<file path="src/rtl/game_pkg.sv">
// rtl/game_pkg.sv - shared types and constants for the penalty shoot-out flow controller
//   game_state_t : 3-bit screen/flow state consumed by screen_selector
//   WIN_*        : winner encodings driven in END
//   DEF_*        : default timing constants for a 65 MHz pixel clock
//   cnt_width    : counter width able to hold 0..max_val (never below 1)
package game_pkg;

  typedef enum logic [2:0] {
    START   = 3'd0,
    SHOOT_A = 3'd1,
    SHOOT_B = 3'd2,
    RESULT  = 3'd3,
    END     = 3'd4
  } game_state_t;

  localparam logic [1:0] WIN_NONE = 2'b00;
  localparam logic [1:0] WIN_A    = 2'b01;
  localparam logic [1:0] WIN_B    = 2'b10;
  localparam logic [1:0] WIN_DRAW = 2'b11;

  localparam int DEF_RESULT_HOLD = 65_000_000;
  localparam int DEF_CLICK_GUARD = 6_500_000;

  function automatic int cnt_width(input int max_val);
    return (max_val < 2) ? 1 : $clog2(max_val + 1);
  endfunction

endpackage

</file>
<file path="src/rtl/click_filter.sv">
// rtl/click_filter.sv - click rising-edge detector with a post-transition guard window
//   clk          : system clock
//   rst          : asynchronous reset, active-high (guard loads CLICK_GUARD)
//   left_clicked : raw mouse button level, synchronous to clk
//   restart      : high in the cycle a state change is being committed; reloads the guard
//   click_evt    : rising edge of the registered level while the guard is zero
module click_filter
  import game_pkg::*;
#(
  parameter int CLICK_GUARD = DEF_CLICK_GUARD
) (
  input  logic clk,
  input  logic rst,
  input  logic left_clicked,
  input  logic restart,
  output logic click_evt
);

  localparam int GW = cnt_width(CLICK_GUARD);
  localparam logic [GW-1:0] GUARD_INIT = GW'(CLICK_GUARD);

  logic          lvl_q, lvl_d;
  logic          prev_q, prev_d;
  logic [GW-1:0] guard_q, guard_d;

  always_ff @(posedge clk or posedge rst) begin
    if (rst) begin
      lvl_q   <= 1'b0;
      prev_q  <= 1'b0;
      guard_q <= GUARD_INIT;
    end else begin
      lvl_q   <= lvl_d;
      prev_q  <= prev_d;
      guard_q <= guard_d;
    end
  end

  always_comb begin
    lvl_d   = left_clicked;
    prev_d  = lvl_q;
    guard_d = guard_q;
    if (restart) begin
      guard_d = GUARD_INIT;
    end else if (guard_q != '0) begin
      guard_d = guard_q - 1'b1;
    end
  end

  // Edge detection runs even while masked, so a button held down across the
  // guard expiry has already consumed its edge and yields no event.
  assign click_evt = lvl_q & ~prev_q & (guard_q == '0);

endmodule

</file>
<file path="src/rtl/game_flow_ctl.sv">
// rtl/game_flow_ctl.sv - penalty shoot-out sequencer: regulation, early decision, sudden death
//   clk, rst          : 65 MHz clock, asynchronous active-high reset
//   left_clicked      : raw mouse level; clicks advance START, RESULT (skip) and END
//   solo_enable       : mode request, latched into solo when leaving START
//   shot_valid        : one-cycle pulse, current shot resolved (SHOOT_A/SHOOT_B only)
//   shot_goal         : qualifies shot_valid, 1 = goal
//   state             : game_state_t
//   round             : 1-based round, 0 in START
//   score_a, score_b  : goals per side
//   solo              : latched mode for this game
//   sudden_death      : round > N_ROUNDS
//   winner            : WIN_* code, meaningful in END
//   last_goal         : shot_goal of the most recent resolved shot
//   state_chg         : one-cycle pulse in the first cycle of every new state
module game_flow_ctl
  import game_pkg::*;
#(
  parameter int N_ROUNDS    = 5,
  parameter int MAX_SD      = 10,
  parameter int RND_W       = 5,
  parameter int SCORE_W     = 5,
  parameter int RESULT_HOLD = DEF_RESULT_HOLD,
  parameter int CLICK_GUARD = DEF_CLICK_GUARD
) (
  input  logic               clk,
  input  logic               rst,
  input  logic               left_clicked,
  input  logic               solo_enable,
  input  logic               shot_valid,
  input  logic               shot_goal,
  output logic [2:0]         state,
  output logic [RND_W-1:0]   round,
  output logic [SCORE_W-1:0] score_a,
  output logic [SCORE_W-1:0] score_b,
  output logic               solo,
  output logic               sudden_death,
  output logic [1:0]         winner,
  output logic               last_goal,
  output logic               state_chg
);

  localparam int HW = cnt_width(RESULT_HOLD);
  localparam int CW = ((SCORE_W > RND_W) ? SCORE_W : RND_W) + 1;
  localparam logic [RND_W-1:0] ROUND_REG = RND_W'(N_ROUNDS);
  localparam logic [RND_W-1:0] ROUND_CAP = RND_W'(N_ROUNDS + MAX_SD);
  localparam logic [HW-1:0]    HOLD_LAST = HW'(RESULT_HOLD - 1);

  game_state_t        state_q, state_d;
  logic [RND_W-1:0]   round_q, round_d;
  logic [SCORE_W-1:0] score_a_q, score_a_d;
  logic [SCORE_W-1:0] score_b_q, score_b_d;
  logic               solo_q, solo_d;
  logic               sd_q, sd_d;
  logic [1:0]         winner_q, winner_d;
  logic               last_goal_q, last_goal_d;
  logic               state_chg_q, state_chg_d;
  logic [HW-1:0]      hold_q, hold_d;
  logic               shot_b_q, shot_b_d;   // 1 = last resolved shot was B's

  logic               click_evt;
  logic [CW-1:0]      sa_x, sb_x, rem_a, rem_b, left_reg;
  logic               a_clinch, b_clinch, decide_ok;

  click_filter #(
    .CLICK_GUARD (CLICK_GUARD)
  ) u_click_filter (
    .clk          (clk),
    .rst          (rst),
    .left_clicked (left_clicked),
    .restart      (state_chg_d),
    .click_evt    (click_evt)
  );

  always_ff @(posedge clk or posedge rst) begin
    if (rst) begin
      state_q     <= START;
      round_q     <= '0;
      score_a_q   <= '0;
      score_b_q   <= '0;
      solo_q      <= 1'b0;
      sd_q        <= 1'b0;
      winner_q    <= WIN_NONE;
      last_goal_q <= 1'b0;
      state_chg_q <= 1'b0;
      hold_q      <= '0;
      shot_b_q    <= 1'b0;
    end else begin
      state_q     <= state_d;
      round_q     <= round_d;
      score_a_q   <= score_a_d;
      score_b_q   <= score_b_d;
      solo_q      <= solo_d;
      sd_q        <= sd_d;
      winner_q    <= winner_d;
      last_goal_q <= last_goal_d;
      state_chg_q <= state_chg_d;
      hold_q      <= hold_d;
      shot_b_q    <= shot_b_d;
    end
  end

  // Remaining-shot bounds. In sudden death both are zero, so a clinch is
  // simply a strict lead, and it is only acted on after B has shot.
  always_comb begin
    sa_x     = CW'(score_a_q);
    sb_x     = CW'(score_b_q);
    left_reg = CW'(ROUND_REG) - CW'(round_q);
    if (sd_q) begin
      rem_a = '0;
      rem_b = '0;
    end else begin
      rem_a = left_reg;
      rem_b = shot_b_q ? left_reg : left_reg + CW'(1);
    end
    a_clinch  = sa_x > (sb_x + rem_b);
    b_clinch  = sb_x > (sa_x + rem_a);
    decide_ok = !sd_q || shot_b_q;
  end

  always_comb begin
    state_d     = state_q;
    round_d     = round_q;
    score_a_d   = score_a_q;
    score_b_d   = score_b_q;
    solo_d      = solo_q;
    winner_d    = winner_q;
    last_goal_d = last_goal_q;
    hold_d      = '0;
    shot_b_d    = shot_b_q;

    case (state_q)
      START: begin
        if (click_evt) begin
          state_d   = SHOOT_A;
          round_d   = RND_W'(1);
          score_a_d = '0;
          score_b_d = '0;
          solo_d    = solo_enable;
          winner_d  = WIN_NONE;
        end
      end
      SHOOT_A: begin
        if (shot_valid) begin
          state_d     = RESULT;
          score_a_d   = score_a_q + SCORE_W'(shot_goal);
          last_goal_d = shot_goal;
          shot_b_d    = 1'b0;
        end
      end
      SHOOT_B: begin
        if (shot_valid) begin
          state_d     = RESULT;
          score_b_d   = score_b_q + SCORE_W'(shot_goal);
          last_goal_d = shot_goal;
          shot_b_d    = 1'b1;
        end
      end
      RESULT: begin
        // A click after the guard ends the hold early with the same decision.
        if (hold_q == HOLD_LAST || click_evt) begin
          if (decide_ok && a_clinch) begin
            state_d  = END;
            winner_d = WIN_A;
          end else if (decide_ok && b_clinch) begin
            state_d  = END;
            winner_d = WIN_B;
          end else if (!shot_b_q) begin
            state_d = SHOOT_B;
          end else if (round_q < ROUND_CAP) begin
            state_d = SHOOT_A;
            round_d = round_q + RND_W'(1);
          end else begin
            state_d  = END;
            winner_d = WIN_DRAW;
          end
        end else begin
          hold_d = hold_q + HW'(1);
        end
      end
      END: begin
        if (click_evt) begin
          state_d   = START;
          round_d   = '0;
          score_a_d = '0;
          score_b_d = '0;
          winner_d  = WIN_NONE;
        end
      end
      default: state_d = START;
    endcase

    sd_d        = round_d > ROUND_REG;
    state_chg_d = state_d != state_q;
  end

  always_comb begin
    state        = state_q;
    round        = round_q;
    score_a      = score_a_q;
    score_b      = score_b_q;
    solo         = solo_q;
    sudden_death = sd_q;
    winner       = winner_q;
    last_goal    = last_goal_q;
    state_chg    = state_chg_q;
  end

endmodule

</file>
<file path="config.mk">
export PLATFORM = sky130hd
export DESIGN_NAME = game_flow_ctl
export DESIGN_NICKNAME = d
export VERILOG_FILES = /design/src/rtl/game_pkg.sv /design/src/rtl/click_filter.sv /design/src/rtl/game_flow_ctl.sv
export SDC_FILE = /design/constraint.sdc
export NUM_CORES = 1
export LEC_CHECK = 0
export CAP_MARGIN = 5
export CORE_MARGIN = 3
export CORE_UTILIZATION = 54
export CTS_CLUSTER_SIZE = 25
export DETAILED_ROUTE_END_ITERATION = 7
export PLACE_DENSITY = 0.74
export SLEW_MARGIN = 20
export SYNTH_ARGS = -nofsm -noshare
export SYNTH_HDL_FRONTEND = slang
export SYNTH_SLANG_ARGS = --single-unit
</file>
<file path="constraint.sdc">
create_clock -name clk -period 4.52 [get_ports clk]
set_input_delay 0.678 -clock clk [delete_from_list [all_inputs] [get_ports clk]]
set_output_delay 0.678 -clock clk [all_outputs]
set_load 0.02 [all_outputs]
</file>
==> flow_metrics.env <==
export IMPL_drtAntennaViolNets=0
export IMPL_drtIter0Drc=177
export IMPL_power_leakage_nw=2.39
export IMPL_p_total_mw=1.38
export IMPL_hold_start="u_click_filter.lvl_q$_DFF_PP0_"
export IMPL_gp_congestion=0.886
export IMPL_path_common_cell="ha_1"
export IMPL_reg2reg_to="sudden_death$_DFF_PP0_"
export IMPL_fp_dieH_um=98.7
export IMPL_layout_commonest_cell="nor2_1"
export IMPL_clock_skew_ns=0.0133
export IMPL_rsz0062_at_grt="no"
export IMPL_antenna_found_initial=0
export IMPL_die_area_mm2=0.00974
export IMPL_hold_class="flop to flop"
export IMPL_root_buffer="clkbuf_8"
export IMPL_slew_headroom_pct=45.8
export IMPL_wirelength_um=9540
export IMPL_dpl_hpwl_um=6940
export IMPL_nets=572
export IMPL_dr_total_vias=3681
export IMPL_crit_chain="inv_1 -> ha_1 -> mux2i_1 -> or2_2 -> inv_1 -> ha_1 -> a21o_1 -> a21oi_1 -> xor2_1 -> ha_1 -> a211oi_1 -> o21ai_0 -> nor3b_1 -> a21oi_1 -> buf_4 -> nand3_1 -> mux2i_1 -> a211o_1"
export IMPL_finalCritPeriodShare_pct=85.9
export IMPL_path_max_fanout=9
export IMPL_cts_resized=0
export IMPL_hold_viol_final=0
export IMPL_start_kind="flop"
export IMPL_seqCellArea_mm2=0.00191
export IMPL_clkSinkCount=76
export IMPL_antenna_cells=0
export IMPL_setup_viol=0
export IMPL_cts_tree="done"
export IMPL_syn_area_per_cell_um2=9.14
export IMPL_ff2ff_path_depth=18
export IMPL_fmax_mhz=258
export IMPL_r2r_start="round[0]$_DFF_PP0_"
export IMPL_io_buffers=29
export IMPL_worst_slack_ns=0.638
export IMPL_cts_htree_levels=3
export IMPL_track_usage_pct=20.8
export IMPL_cap_viol_max_count=0
export IMPL_hold_end="u_click_filter.prev_q$_DFF_PP0_"
export IMPL_final_cell_mix="73 x nor2_1, 66 x dfrtp_1, 49 x nand2_1"
export IMPL_wl_per_cell_um=14.8
export IMPL_ys_ff_latch=76
export IMPL_synth_area_mm2=0.00464
export IMPL_tns_ns=0
export IMPL_slowest_stage="dfrtp_1"
export IMPL_syn_nets=546
export IMPL_insertion_delay_ns=0.35
export IMPL_worst_path_largest_cell_delay_ns=0.51
export IMPL_grt_pass1_vias=3555
export IMPL_syn2layout_area_growth_pct=13.6
export IMPL_status="finished clean"
export IMPL_core_area_mm2=0.00830
export IMPL_grt_max_degree=42
export IMPL_cts_buffer_depth=2
export IMPL_ioPinCount=30
export IMPL_powerDensity_mw_per_mm2=261
export IMPL_peakVddDrop_mv=0.237
export IMPL_post_cts_buffers=0
export IMPL_nFillCells=692
export IMPL_path_class="flop to flop"
export IMPL_drive_above_1_share_pct=8.35
export IMPL_synth_edf_count=0
export IMPL_die_w_um=98.7
export IMPL_synth_seq_area_share_pct=41.3
export IMPL_grt_pass1_wl_um=16500
export IMPL_num_rows=33
export IMPL_hold_buffers=0
export IMPL_cp_end_kind="flop"
export IMPL_numCtsBuffers=9
export IMPL_required_ns=4.76
export IMPL_rrSetupSlack_ns=0.64
export IMPL_synth_ff_type="dfrtp_1"
export IMPL_vias_per_cell=5.72
export IMPL_clk_pin_slew_ns=0.08
export IMPL_drv_slew=0
export IMPL_final_core_util_pct=63.5
export IMPL_grt_overflow_total=0
export IMPL_synthArstFlopShare_pct=100
export IMPL_cp_data_arrival_time_ns=4.13
export IMPL_synthCells=508
export IMPL_holdPathStages=0
export IMPL_multi_input_area_mm2=0.00255
export IMPL_hold_slack_ns=0.401
export IMPL_firstDrtPassIters=5
export IMPL_yosys_warnings=0
export IMPL_drc=0
export IMPL_tightestPinTransition_ns=0.811
export IMPL_start_util_pct=55.9
export IMPL_synth_distinct_cells=53
export IMPL_dp_slack_ns=0.682
export IMPL_post_route_min_period_ns=3.88
==> worst max-delay path, delay by kind of cell, from the launching register on <==
kind,cells,cell delay (ns)
AOI/OAI and AO/OA,6,1.10
xor gates and xnor gates,1,0.17
adders and majority gates,3,0.82
buffers and inverters,3,0.37
DFF,1,0.51
muxes,2,0.22
and+or+nand+nor,3,0.59
==> registers in the layout (all words and copies together), names as in the netlist, 2 cells and up <==
name                    cells
hold_q                     26
score_b                     5
state                       3
winner                      2
round                       5
u_click_filter.guard_q     23
score_a                     5
==> logic make-up (layout without fill, tap and decap cells) <==
family	Yosys count	count (layout)	synth area share (%)
AO/OA/AOI/OAI	72	72	9.81
XOR/XNOR	59	59	11.1
adder cells (fa/ha/maj)	32	32	8.95
buffers and inverters	41	72	3.88
flip-flops	76	76	41.3
multiplexers	9	9	2.05
AND/OR/NAND/NOR	219	219	22.9
==> synthesized netlist by cell type (14+ instances only) <==
cell,count,area [um^2]
nor2_1,73,274
o21ai_0,21,105
inv_1,22,82.6
nand4_1,17,106
xor2_1,35,307
nand2_1,49,184
dfrtp_1,66,1650
xnor2_1,24,210
nand3_1,21,105
ha_1,30,375
a21oi_1,17,85.1
clkbuf_1,14,52.6
==> where the power goes <==
group          total [mW]  switching (mW)  leakage (nW)  internal [mW]
Clock               0.671           0.244         0.136          0.427
Combinational      0.0229          0.0169          1.31        0.00604
Sequential          0.681        0.000323         0.946          0.681
Total                1.38           0.261          2.39           1.11
==> layout make-up <==
cell class	count	share of cell area, %
multi-input combinational	391	48.4
sequential	76	36.3
timing repair buffer	33	6.07
clock buffer	13	3.39
tap	105	2.49
clock inverter	3	1.71
inverter	23	1.64
==> through the flow <==
step | instances | area [um^2]
final | 644 | 5270
after global routing | 644 | 5270
after CTS | 644 | 5270
after detailed placement | 628 | 5000
after global placement | 628 | 5000
after floorplan | 508 | 4640
==> how the worst max path moves through the flow <==
stage                       startpoint                endpoint  slack (ns)  depth (start not counted)
finish              round[0]$_DFF_PP0_  sudden_death$_DFF_PP0_        0.64                         18
global placement    round[0]$_DFF_PP0_  sudden_death$_DFF_PP0_        0.85                         18
CTS                 round[0]$_DFF_PP0_  sudden_death$_DFF_PP0_        0.65                         18
global route        round[0]$_DFF_PP0_  sudden_death$_DFF_PP0_        0.28                         18
detailed placement  round[0]$_DFF_PP0_  sudden_death$_DFF_PP0_        0.68                         18
floorplan           round[0]$_DFF_PP0_  sudden_death$_DFF_PP0_        0.57                         18
==> routing by layer <==
metal  track usage (%)  up-vias  part of all wire [%]
li1                  -     1818                     -
met1              27.3     1774                    44
met2              34.5       78                    50
met3              3.18       11                   4.2
met4              8.51        0                   1.6
met5                 0        -                     0
Note: power is estimated with default switching activity, not from simulation.
